`config.mk`:
```
export PLATFORM = sky130hd
export DESIGN_NAME = fp_div_nr_seq
export DESIGN_NICKNAME = d
export VERILOG_FILES = /design/src/rtl/fp_div_nr_seq.sv
export SDC_FILE = /design/constraint.sdc
export NUM_CORES = 2
export LEC_CHECK = 0
export CORE_UTILIZATION = 50
export CTS_CLUSTER_SIZE = 8
export DETAILED_ROUTE_END_ITERATION = 8
export PLACE_DENSITY = 0.69
export SLEW_MARGIN = 20
export SYNTH_ARGS = -nofsm -noshare
export SYNTH_HDL_FRONTEND = slang
export SYNTH_SLANG_ARGS = --single-unit
export TNS_END_PERCENT = 50
```
`constraint.sdc`:
```
create_clock -name clk -period 11.5 [get_ports clk]
set_input_delay 2.3 -clock clk [delete_from_list [all_inputs] [get_ports clk]]
set_output_delay 2.3 -clock clk [all_outputs]
set_load 0.02 [all_outputs]
```
`src/rtl/fp_div_nr_seq.sv`:
```
// fp_div_nr_seq: sequential binary32 divider, linear reciprocal seed refined by Newton-Raphson.
// Define FPDIV_EXCEPTION_FLAGS_EN to add the fflags {NV,DZ,OF,UF,NX} output.
module fp_div_nr_seq #(
  parameter int          ITERATIONS = 3,
  parameter logic [31:0] SEED_C0    = 32'h4034_B4B5,
  parameter logic [31:0] SEED_C1    = 32'h3FF0_F0F1
) (
  input  logic        clk,
  input  logic        rst_n,
  input  logic        in_valid,
  output logic        in_ready,
  input  logic [31:0] dividend,
  input  logic [31:0] divisor,
  output logic        out_valid,
  input  logic        out_ready,
  output logic [31:0] quotient
`ifdef FPDIV_EXCEPTION_FLAGS_EN
  ,
  output logic [4:0]  fflags
`endif
);
  typedef enum logic [3:0] {IDLE, SEED_MUL, SEED_SUB, IT_MUL1, IT_SUB, IT_MUL2, FIN_MUL, ADJ, DONE} state_t;
  // Operands are positive with a 32-bit significand (hidden one at bit 31) so the final truncation dominates error.
  localparam logic signed [9:0] C0_E  = 10'(SEED_C0[30:23]);
  localparam logic signed [9:0] C1_E  = 10'(SEED_C1[30:23]);
  localparam logic [31:0]       C0_M  = {1'b1, SEED_C0[22:0], 8'h0};
  localparam logic [31:0]       C1_M  = {1'b1, SEED_C1[22:0], 8'h0};
  localparam logic signed [9:0] TWO_E = 10'sd128;
  localparam logic signed [9:0] D_E   = 10'sd126;
  state_t state_q, state_d;
  logic signed [9:0] a_e_q, a_e_d, x_e_q, x_e_d, t_e_q, t_e_d, ediff_q, ediff_d;
  logic [31:0] a_m_q, a_m_d, d_m_q, d_m_d, x_m_q, x_m_d, t_m_q, t_m_d, quotient_q, quotient_d;
  logic sign_q, sign_d, out_valid_q, out_valid_d, accept;
  logic [2:0] it_q, it_d;
  logic a_zero, b_zero, a_inf, b_inf, nv, dz, special;
  logic [31:0] spec_res;
  logic signed [9:0] ma_e, mb_e, mul_e, sa_e, sh, sub_e, ne;
  logic [31:0] ma_m, mb_m, mul_m, sa_m, bm, diff, sub_m, adj_res;
  logic [32:0] prod_hi;
  logic [4:0] lz;
  logic of, uf;
  always_comb begin
    a_zero   = dividend[30:23] == 8'h00;
    b_zero   = divisor[30:23] == 8'h00;
    a_inf    = dividend[30:23] == 8'hFF && dividend[22:0] == 23'h0;
    b_inf    = divisor[30:23] == 8'hFF && divisor[22:0] == 23'h0;
    nv       = (dividend[30:23] == 8'hFF && !a_inf) || (divisor[30:23] == 8'hFF && !b_inf)
               || (a_zero && b_zero) || (a_inf && b_inf);
    dz       = b_zero && !nv && !a_inf;
    special  = nv || a_zero || b_zero || a_inf || b_inf;
    spec_res = nv ? 32'h7FC0_0000 : (b_zero || a_inf) ? {dividend[31] ^ divisor[31], 8'hFF, 23'h0}
                                                      : {dividend[31] ^ divisor[31], 31'h0};
  end
  always_comb begin
    ma_e    = state_q == SEED_MUL ? C1_E : x_e_q;
    ma_m    = state_q == SEED_MUL ? C1_M : x_m_q;
    mb_e    = state_q == IT_MUL2 ? t_e_q : state_q == FIN_MUL ? a_e_q : D_E;
    mb_m    = state_q == IT_MUL2 ? t_m_q : state_q == FIN_MUL ? a_m_q : d_m_q;
    prod_hi = 33'((64'(ma_m) * 64'(mb_m)) >> 31);
    mul_m   = prod_hi[32] ? prod_hi[32:1] : prod_hi[31:0];
    mul_e   = ma_e + mb_e - 10'sd127 + (prod_hi[32] ? 10'sd1 : 10'sd0);
  end
  // Subtraction only ever sees a > b > 0 (seed constant or 2.0 minus a product near one).
  always_comb begin
    sa_e = state_q == SEED_SUB ? C0_E : TWO_E;
    sa_m = state_q == SEED_SUB ? C0_M : 32'h8000_0000;
    sh   = sa_e - t_e_q;
    bm   = sh > 10'sd31 ? 32'h0 : t_m_q >> sh[4:0];
    diff = sa_m - bm;
    lz   = 5'd0;
    for (int i = 0; i < 32; i++) if (diff[i]) lz = 5'(31 - i);
    sub_m = diff << lz;
    sub_e = sa_e - 10'(lz);
  end
  always_comb begin
    ne      = t_e_q + ediff_q;
    of      = ne >= 10'sd255;
    uf      = ne <= 10'sd0;
    adj_res = of ? {sign_q, 8'hFF, 23'h0} : uf ? {sign_q, 31'h0} : {sign_q, ne[7:0], t_m_q[30:8]};
  end
  always_ff @(posedge clk or negedge rst_n)
    if (!rst_n) state_q <= IDLE;
    else state_q <= state_d;
  always_comb begin
    state_d = state_q;
    case (state_q)
      IDLE:     if (in_valid) state_d = special ? DONE : SEED_MUL;
      SEED_MUL: state_d = SEED_SUB;
      SEED_SUB: state_d = IT_MUL1;
      IT_MUL1:  state_d = IT_SUB;
      IT_SUB:   state_d = IT_MUL2;
      IT_MUL2:  state_d = it_q + 3'd1 == 3'(ITERATIONS) ? FIN_MUL : IT_MUL1;
      FIN_MUL:  state_d = ADJ;
      ADJ:      state_d = DONE;
      DONE:     if (out_valid_q && out_ready) state_d = IDLE;
      default:  state_d = IDLE;
    endcase
  end
  always_comb begin
    in_ready  = state_q == IDLE;
    out_valid = out_valid_q;
    quotient  = quotient_q;
  end
  always_comb begin
    accept      = state_q == IDLE && in_valid;
    a_e_d       = accept ? 10'(dividend[30:23]) : a_e_q;
    a_m_d       = accept ? {1'b1, dividend[22:0], 8'h0} : a_m_q;
    d_m_d       = accept ? {1'b1, divisor[22:0], 8'h0} : d_m_q;
    ediff_d     = accept ? 10'sd126 - 10'(divisor[30:23]) : ediff_q;
    sign_d      = accept ? dividend[31] ^ divisor[31] : sign_q;
    it_d        = accept ? 3'd0 : state_q == IT_MUL2 ? it_q + 3'd1 : it_q;
    x_e_d       = state_q == SEED_SUB ? sub_e : state_q == IT_MUL2 ? mul_e : x_e_q;
    x_m_d       = state_q == SEED_SUB ? sub_m : state_q == IT_MUL2 ? mul_m : x_m_q;
    t_e_d       = state_q inside {SEED_MUL, IT_MUL1, FIN_MUL} ? mul_e : state_q == IT_SUB ? sub_e : t_e_q;
    t_m_d       = state_q inside {SEED_MUL, IT_MUL1, FIN_MUL} ? mul_m : state_q == IT_SUB ? sub_m : t_m_q;
    quotient_d  = accept && special ? spec_res : state_q == ADJ ? adj_res : quotient_q;
    out_valid_d = state_q == DONE && !(out_valid_q && out_ready);
  end
  always_ff @(posedge clk or negedge rst_n)
    if (!rst_n) begin
      a_e_q       <= '0;
      a_m_q       <= '0;
      d_m_q       <= '0;
      x_e_q       <= '0;
      x_m_q       <= '0;
      t_e_q       <= '0;
      t_m_q       <= '0;
      ediff_q     <= '0;
      sign_q      <= 1'b0;
      it_q        <= '0;
      quotient_q  <= '0;
      out_valid_q <= 1'b0;
    end else begin
      a_e_q       <= a_e_d;
      a_m_q       <= a_m_d;
      d_m_q       <= d_m_d;
      x_e_q       <= x_e_d;
      x_m_q       <= x_m_d;
      t_e_q       <= t_e_d;
      t_m_q       <= t_m_d;
      ediff_q     <= ediff_d;
      sign_q      <= sign_d;
      it_q        <= it_d;
      quotient_q  <= quotient_d;
      out_valid_q <= out_valid_d;
    end
`ifdef FPDIV_EXCEPTION_FLAGS_EN
  logic [4:0] flags_q, flags_d;
  always_comb begin
    flags_d = accept ? (special ? {nv, dz, 3'b000} : 5'b0) : state_q == ADJ ? {2'b00, of, uf, of | uf} : flags_q;
    fflags  = out_valid_q ? flags_q : 5'b0;
  end
  always_ff @(posedge clk or negedge rst_n)
    if (!rst_n) flags_q <= '0;
    else flags_q <= flags_d;
`endif
endmodule
```
# == Word level (Yosys, flattened, before mapping) ==
# Cells that the tools add are included.
# word_totals
inputBits,68
word_cells,137
ff_bits,191
output_inout_bits,34
# classes
n_addsub,9
eq_ne,13
n_mul,1
n_bitwise,1
shifts,2
n_reduce_logical,32
n_lt_le_gt_ge,3
muxes,63
# op_table
op,n
$mux W32,12
$mux W5,32
$mux W31,3
$mul A32 B32 Y64,1
$mux W10,6
$logic_not A23 Y1,2
$pmux W4 S9,1
$shl A32 B5 Y32,1
$shr A32 B5 Y32,1
$sub A32 B32 Y32,1
$mux W30,1
$add A10 B10 Y10,2
$eq A4 B3 Y1 const B,4
$eq A8 B8 Y1 const B,2
$logic_not A8 Y1,2
$mux W4,3
$add A10 B2 Y10,1
$ge A10 B9 Y1 const B,1
$gt A10 B6 Y1 const B,1
$le A10 B1 Y1 const B,1
$logic_and A1 B1 Y1,10
$sub A10 B8 Y10 const B,1
$sub A9 B10 Y10 const A,1
$mux W3,3
other kinds (17),31

# == Logic depth before layout (Yosys ltp) ==
# depth
depth_word,39
ltp_mapped,57
depth_no_buf,51

# == Worst setup path after synthesis ==
# OpenSTA, ideal clock, no wires.
# synth_path
path_type,register to register
start,register state_q[2]
end,register x_e_q[8]
setup_ns,0.121
slack_ns,-0.773
t_arrival_ns,12.152
n_path_buf,6
period_less_slack_ns,12.273
path_stages_with_launch,56
required_time_ns,11.379
cell_sequence,dfrtp_1 buf_1 nor2b_1 nand2_1 clkbuf_1 mux2i_1 o21a_1 clkbuf_1 clkbuf_1 nor2_1 fa_1 fa_1 fa_1 inv_1 fa_1 inv_1 fa_1 inv_1 [... 20 more ...] inv_1 clkbuf_1 clkbuf_1 ha_1 inv_1 ha_1 inv_1 fa_1 inv_1 a21oi_1 o21bai_1 a21oi_1 o21bai_1 a21oi_1 nor2_1 nor2_1 xnor2_1 a22o_1
# synth_via
elab_chain_cells,29
elab_cells_between_ends,45
classes_between,add/sub: 5; mul: 1; eq/ne: 4; mux: 34; reduce/logical: 1
# synth_lines
element,line_no,text
from (decl),30,"state_t state_q, state_d;"
from (signal assigned),83,else state_q <= state_d;
$eq A4 B2 Y1,"66, 112",
$mux W30,66,sa_m = state_q == SEED_SUB ? C0_M : 32'h8000_0000;
$sub A32 B32 Y32,69,diff = sa_m - bm;
$mux W5 (24 in a row),71,for (int i = 0; i < 32; i++) if (diff[i]) lz = 5'(31 - i);
$sub A8 B5 Y9,73,sub_e = sa_e - 10'(lz);
$mux W10,112,x_e_d = state_q == SEED_SUB ? sub_e : state_q == IT_MUL2 ? mul_e : x_e_q;
to (signal assigned),124,x_e_q <= '0;
to (signal assigned),137,x_e_q <= x_e_d;
to (decl),31,"logic signed [9:0] a_e_q, a_e_d, x_e_q, x_e_d, t_e_q, t_e_d, ediff_q, ediff_d;"
# Several ways; a longest one is shown, not always the timed one. The select of a mux whose other input is x is not followed.
# A chain may end at the register's enable or synchronous reset.

# == Worst setup path in the final report ==
# layout_path
start,register state_q[0]
end,register x_e_q[8]
# Same word-level chain as after synthesis.

==> results by group <==
Detailed routing
  – Vias: 42500
  – Routed Antenna Nets: 0
  – WL/cell: 24.7 µm
  – Routed vias/inst: 5.90
  – WL final: 178000 µm
  – DRC Markers: 0
  – 1st-pass router iterations: 6
  – Drt first-iter violations: 4626

STA
  – Clock Skew: 0.0217 ns
  – Relative max-transition margin: 23.0%
  – Final max-slew violation count: 0
  – Max Fclk: 0.0894 GHz
  – Final setup TNS: 0 ns
  – Final hold vios: 0
  – Min Hold Slack: 0.476 ns
  – Slew at the pin with the worst max-slew slack: 1.15 ns
  – RSZ-0062 raised after global routing: yes
  – Minimum clock period: 11.19 ns
  – Final period util: 97.3%
  – Final setup violation count: 0

Placed design
  – Detailed Place HPWL: 149000 µm
  – PortBufs: 101
  – Placed cell areas: 52800 µm²
  – Routability cong.: 1.07

CTS
  – H-tree depth: 4
  – Number of CTS-inserted buffers: 17
  – Clock latency on the worst-skew pair: 0.48 ns
  – Clk slew on worst S/H paths: 0.08 ns
  – CTS root buf: clkbuf_16
  – CTS tree: built
  – Max clock buf depth: 2
  – Cts hold-fix bufs: 0
  – CTS sink cnt: 189

Layout
  – Fraction of layout cells with a size suffix above 1: 12.6%
  – Design Area, Final: 54700 µm²
  – Commonest non-fill, non-tap cell in the layout: nand2_1
  – Most frequent cells in the layout: nand2_1 (1094), inv_1 (1049), fa_1 (879)
  – Area grow syn2layout: 14.1%
  – ANT cells: 0
  – Filler cell count: 8630
  – Nets@finish: 7199

Synthesis
  – Top area cells in the synthesized netlist: fa_1 (37%), dfrtp_1 (9.9%), nand2_1 (8.7%), inv_1 (8.3%), ha_1 (8.1%)
  – Seq/Total Area, Yosys: 9.87%
  – Async S/R FF share, synth: 100%
  – Synth Area per Inst: 8.44 µm²
  – Yosys cell types: 112
  – Mapped Nets: 6952
  – Largest area contributor in the netlist: fa_1
  – Mapped cell area: 47900 µm²
  – Post-Synthesis Cells: 5677
  – Post-synth top flop: dfrtp_1
  – Yosys top cell area share: 37.5%
  – Syn. warnings: 0
  – Synth Register Bits: 189
  – EDFF count, synth: 0

Worst setup path
  – CP max stage cell: fa_2
  – Critical path peak fanout: 17
  – CP required: 11.86 ns
  – Slack of the worst reg-to-reg path: 0.31 ns
  – Setup crit end kind: flop
  – Startpoint types: flop
  – WP data arrival: 11.55 ns
  – Max incr delay on CP: 0.68 ns
  – Most used cell, CP: fa_1
  – Critical path class: reg -> reg

Global route
  – Vias in the first global route: 42800
  – Gr usage total: 37.0%
  – First-pass GRT wire length: 268000 µm
  – GRT overflow: 0
  – Initial antenna violation count: 3
  – Pin count of the biggest net entering global routing: 126

Outcome
  – Outcome: finished, final reports clean

Die
  – Initial Util: 50.4%
  – Die width: 312 µm
  – Die area: 97100 µm²
  – Core Region: 95000 µm²
  – Die H: 312 µm
  – I/O Pins: 102
  – Row Count: 113

Worst hold path
  – Hold WC Path Type: reg -> reg

Run
  – Max_cap viols: 0
==> final timing paths <==
kind / from / cells past startpoint / endpoint
setup / recovery: state_q[0] / 53 / x_e_q[8]
hold / removal: d_m_q[21] / 2 / d_m_q[21]
setup reg to reg: state_q[0] / 53 / x_e_q[8]
hold reg to reg: d_m_q[21] / 2 / d_m_q[21]
max in group asynchronous: rst_n / 2 / quotient[3]
min in group asynchronous: rst_n / 1 / ediff_q[8]
==> timing repair <==
item	in CTS	in global routing
gates cloned	1	5
resized for setup	17	193
endpoints found under the setup margin	8	14
pin swaps	6	71
setup buffers	1	52
==> synth_stat cells (16+ instances only) <==
| master | instances |
|---|---|
| a221o_1 | 25 |
| o21ai_0 | 129 |
| and3_1 | 26 |
| fa_1 | 897 |
| and2_1 | 62 |
| nor4_1 | 21 |
| nand3_1 | 50 |
| buf_1 | 18 |
| or3_1 | 18 |
| nor3_1 | 51 |
| mux2i_1 | 95 |
| a211oi_1 | 24 |
| a22oi_1 | 40 |
| nor2_1 | 479 |
| a221oi_1 | 16 |
| inv_1 | 1064 |
| nand4_1 | 20 |
| xnor2_1 | 51 |
| o21bai_1 | 18 |
| dfrtp_1 | 189 |
| a31oi_1 | 33 |
| o21ai_1 | 19 |
| xor2_1 | 20 |
| o211ai_1 | 28 |
| mux4_2 | 25 |
| mux2_2 | 20 |
| a21o_1 | 34 |
| o21a_1 | 35 |
| clkbuf_1 | 265 |
| a21oi_1 | 115 |
| a22o_1 | 28 |
| ha_1 | 310 |
| nand2b_1 | 44 |
| o221ai_1 | 17 |
| nand2_1 | 1110 |
==> metal layers <==
layer | GRT usage (%) | part of all wire (%)
met1 | 50.5 | 40
met2 | 55.2 | 43
met3 | 8.70 | 11
met4 | 18.9 | 6.3
met5 | 0 | 0.013
==> cell type report <==
cell class	instances	area [µm²]	area share, %
Multi-Input combinational cell	4104	38500	70.5
Timing Repair Buffer	545	5230	9.55
Sequential cell	189	4730	8.65
Inverter	1067	4010	7.32
Tap cell	1265	1580	2.89
Clock buffer	17	425	0.778
Clock inverter	15	173	0.316
==> flip-flops by register name, summed over array words and instances, names as in the netlist <==
name / flops
a_e_q: 8
a_m_q: 23
d_m_q: 24
ediff_q: 9
it_q: 3
out_valid: 1
quotient: 32
sign_q: 1
state_q: 4
t_e_q: 10
t_m_q: 32
x_e_q: 10
x_m_q: 32
==> through the flow <==
| stage | util, % | instances | setup slack (ns) |
|---|---|---|---|
| 6_report | 57.6 | 7202 | 0.312 |
| 5_1_grt | 57.6 | 7202 | -0.134 |
| 4_1_cts | 56.3 | 7147 | 0.0142 |
| 3_5_place_dp | 55.5 | 7113 | -0.196 |
| 3_3_place_gp | 55.5 | 7113 | -0.117 |
| 2_1_floorplan | - | 5677 | 0.0103 |
==> worst max-delay path: cells and delay by family (launching register included) <==
family	cells	cell delay, ns
muxes	1	0.14
DFF	1	0.40
and+or+nand+nor	5	0.39
xor gates and xnor gates	2	0.29
adders and majority gates	12	5.09
buffers and inverters	15	1.65
AOI/OAI and AO/OA	18	3.06
==> kinds of logic after synthesis <==
kind of cell / count (synthesis) / share of synthesized area, %
and+or+nand+nor: 1955 / 17.2
buffers and inverters: 1385 / 11.2
adders and majority gates: 1207 / 45.6
AOI/OAI and AO/OA: 716 / 10.6
DFF: 189 / 9.87
muxes: 152 / 4.18
xor gates and xnor gates: 73 / 1.37
Power is left out: the tool's default activity adds up to more than one toggle a clock period on the data nets, which glitch-free logic cannot reach.
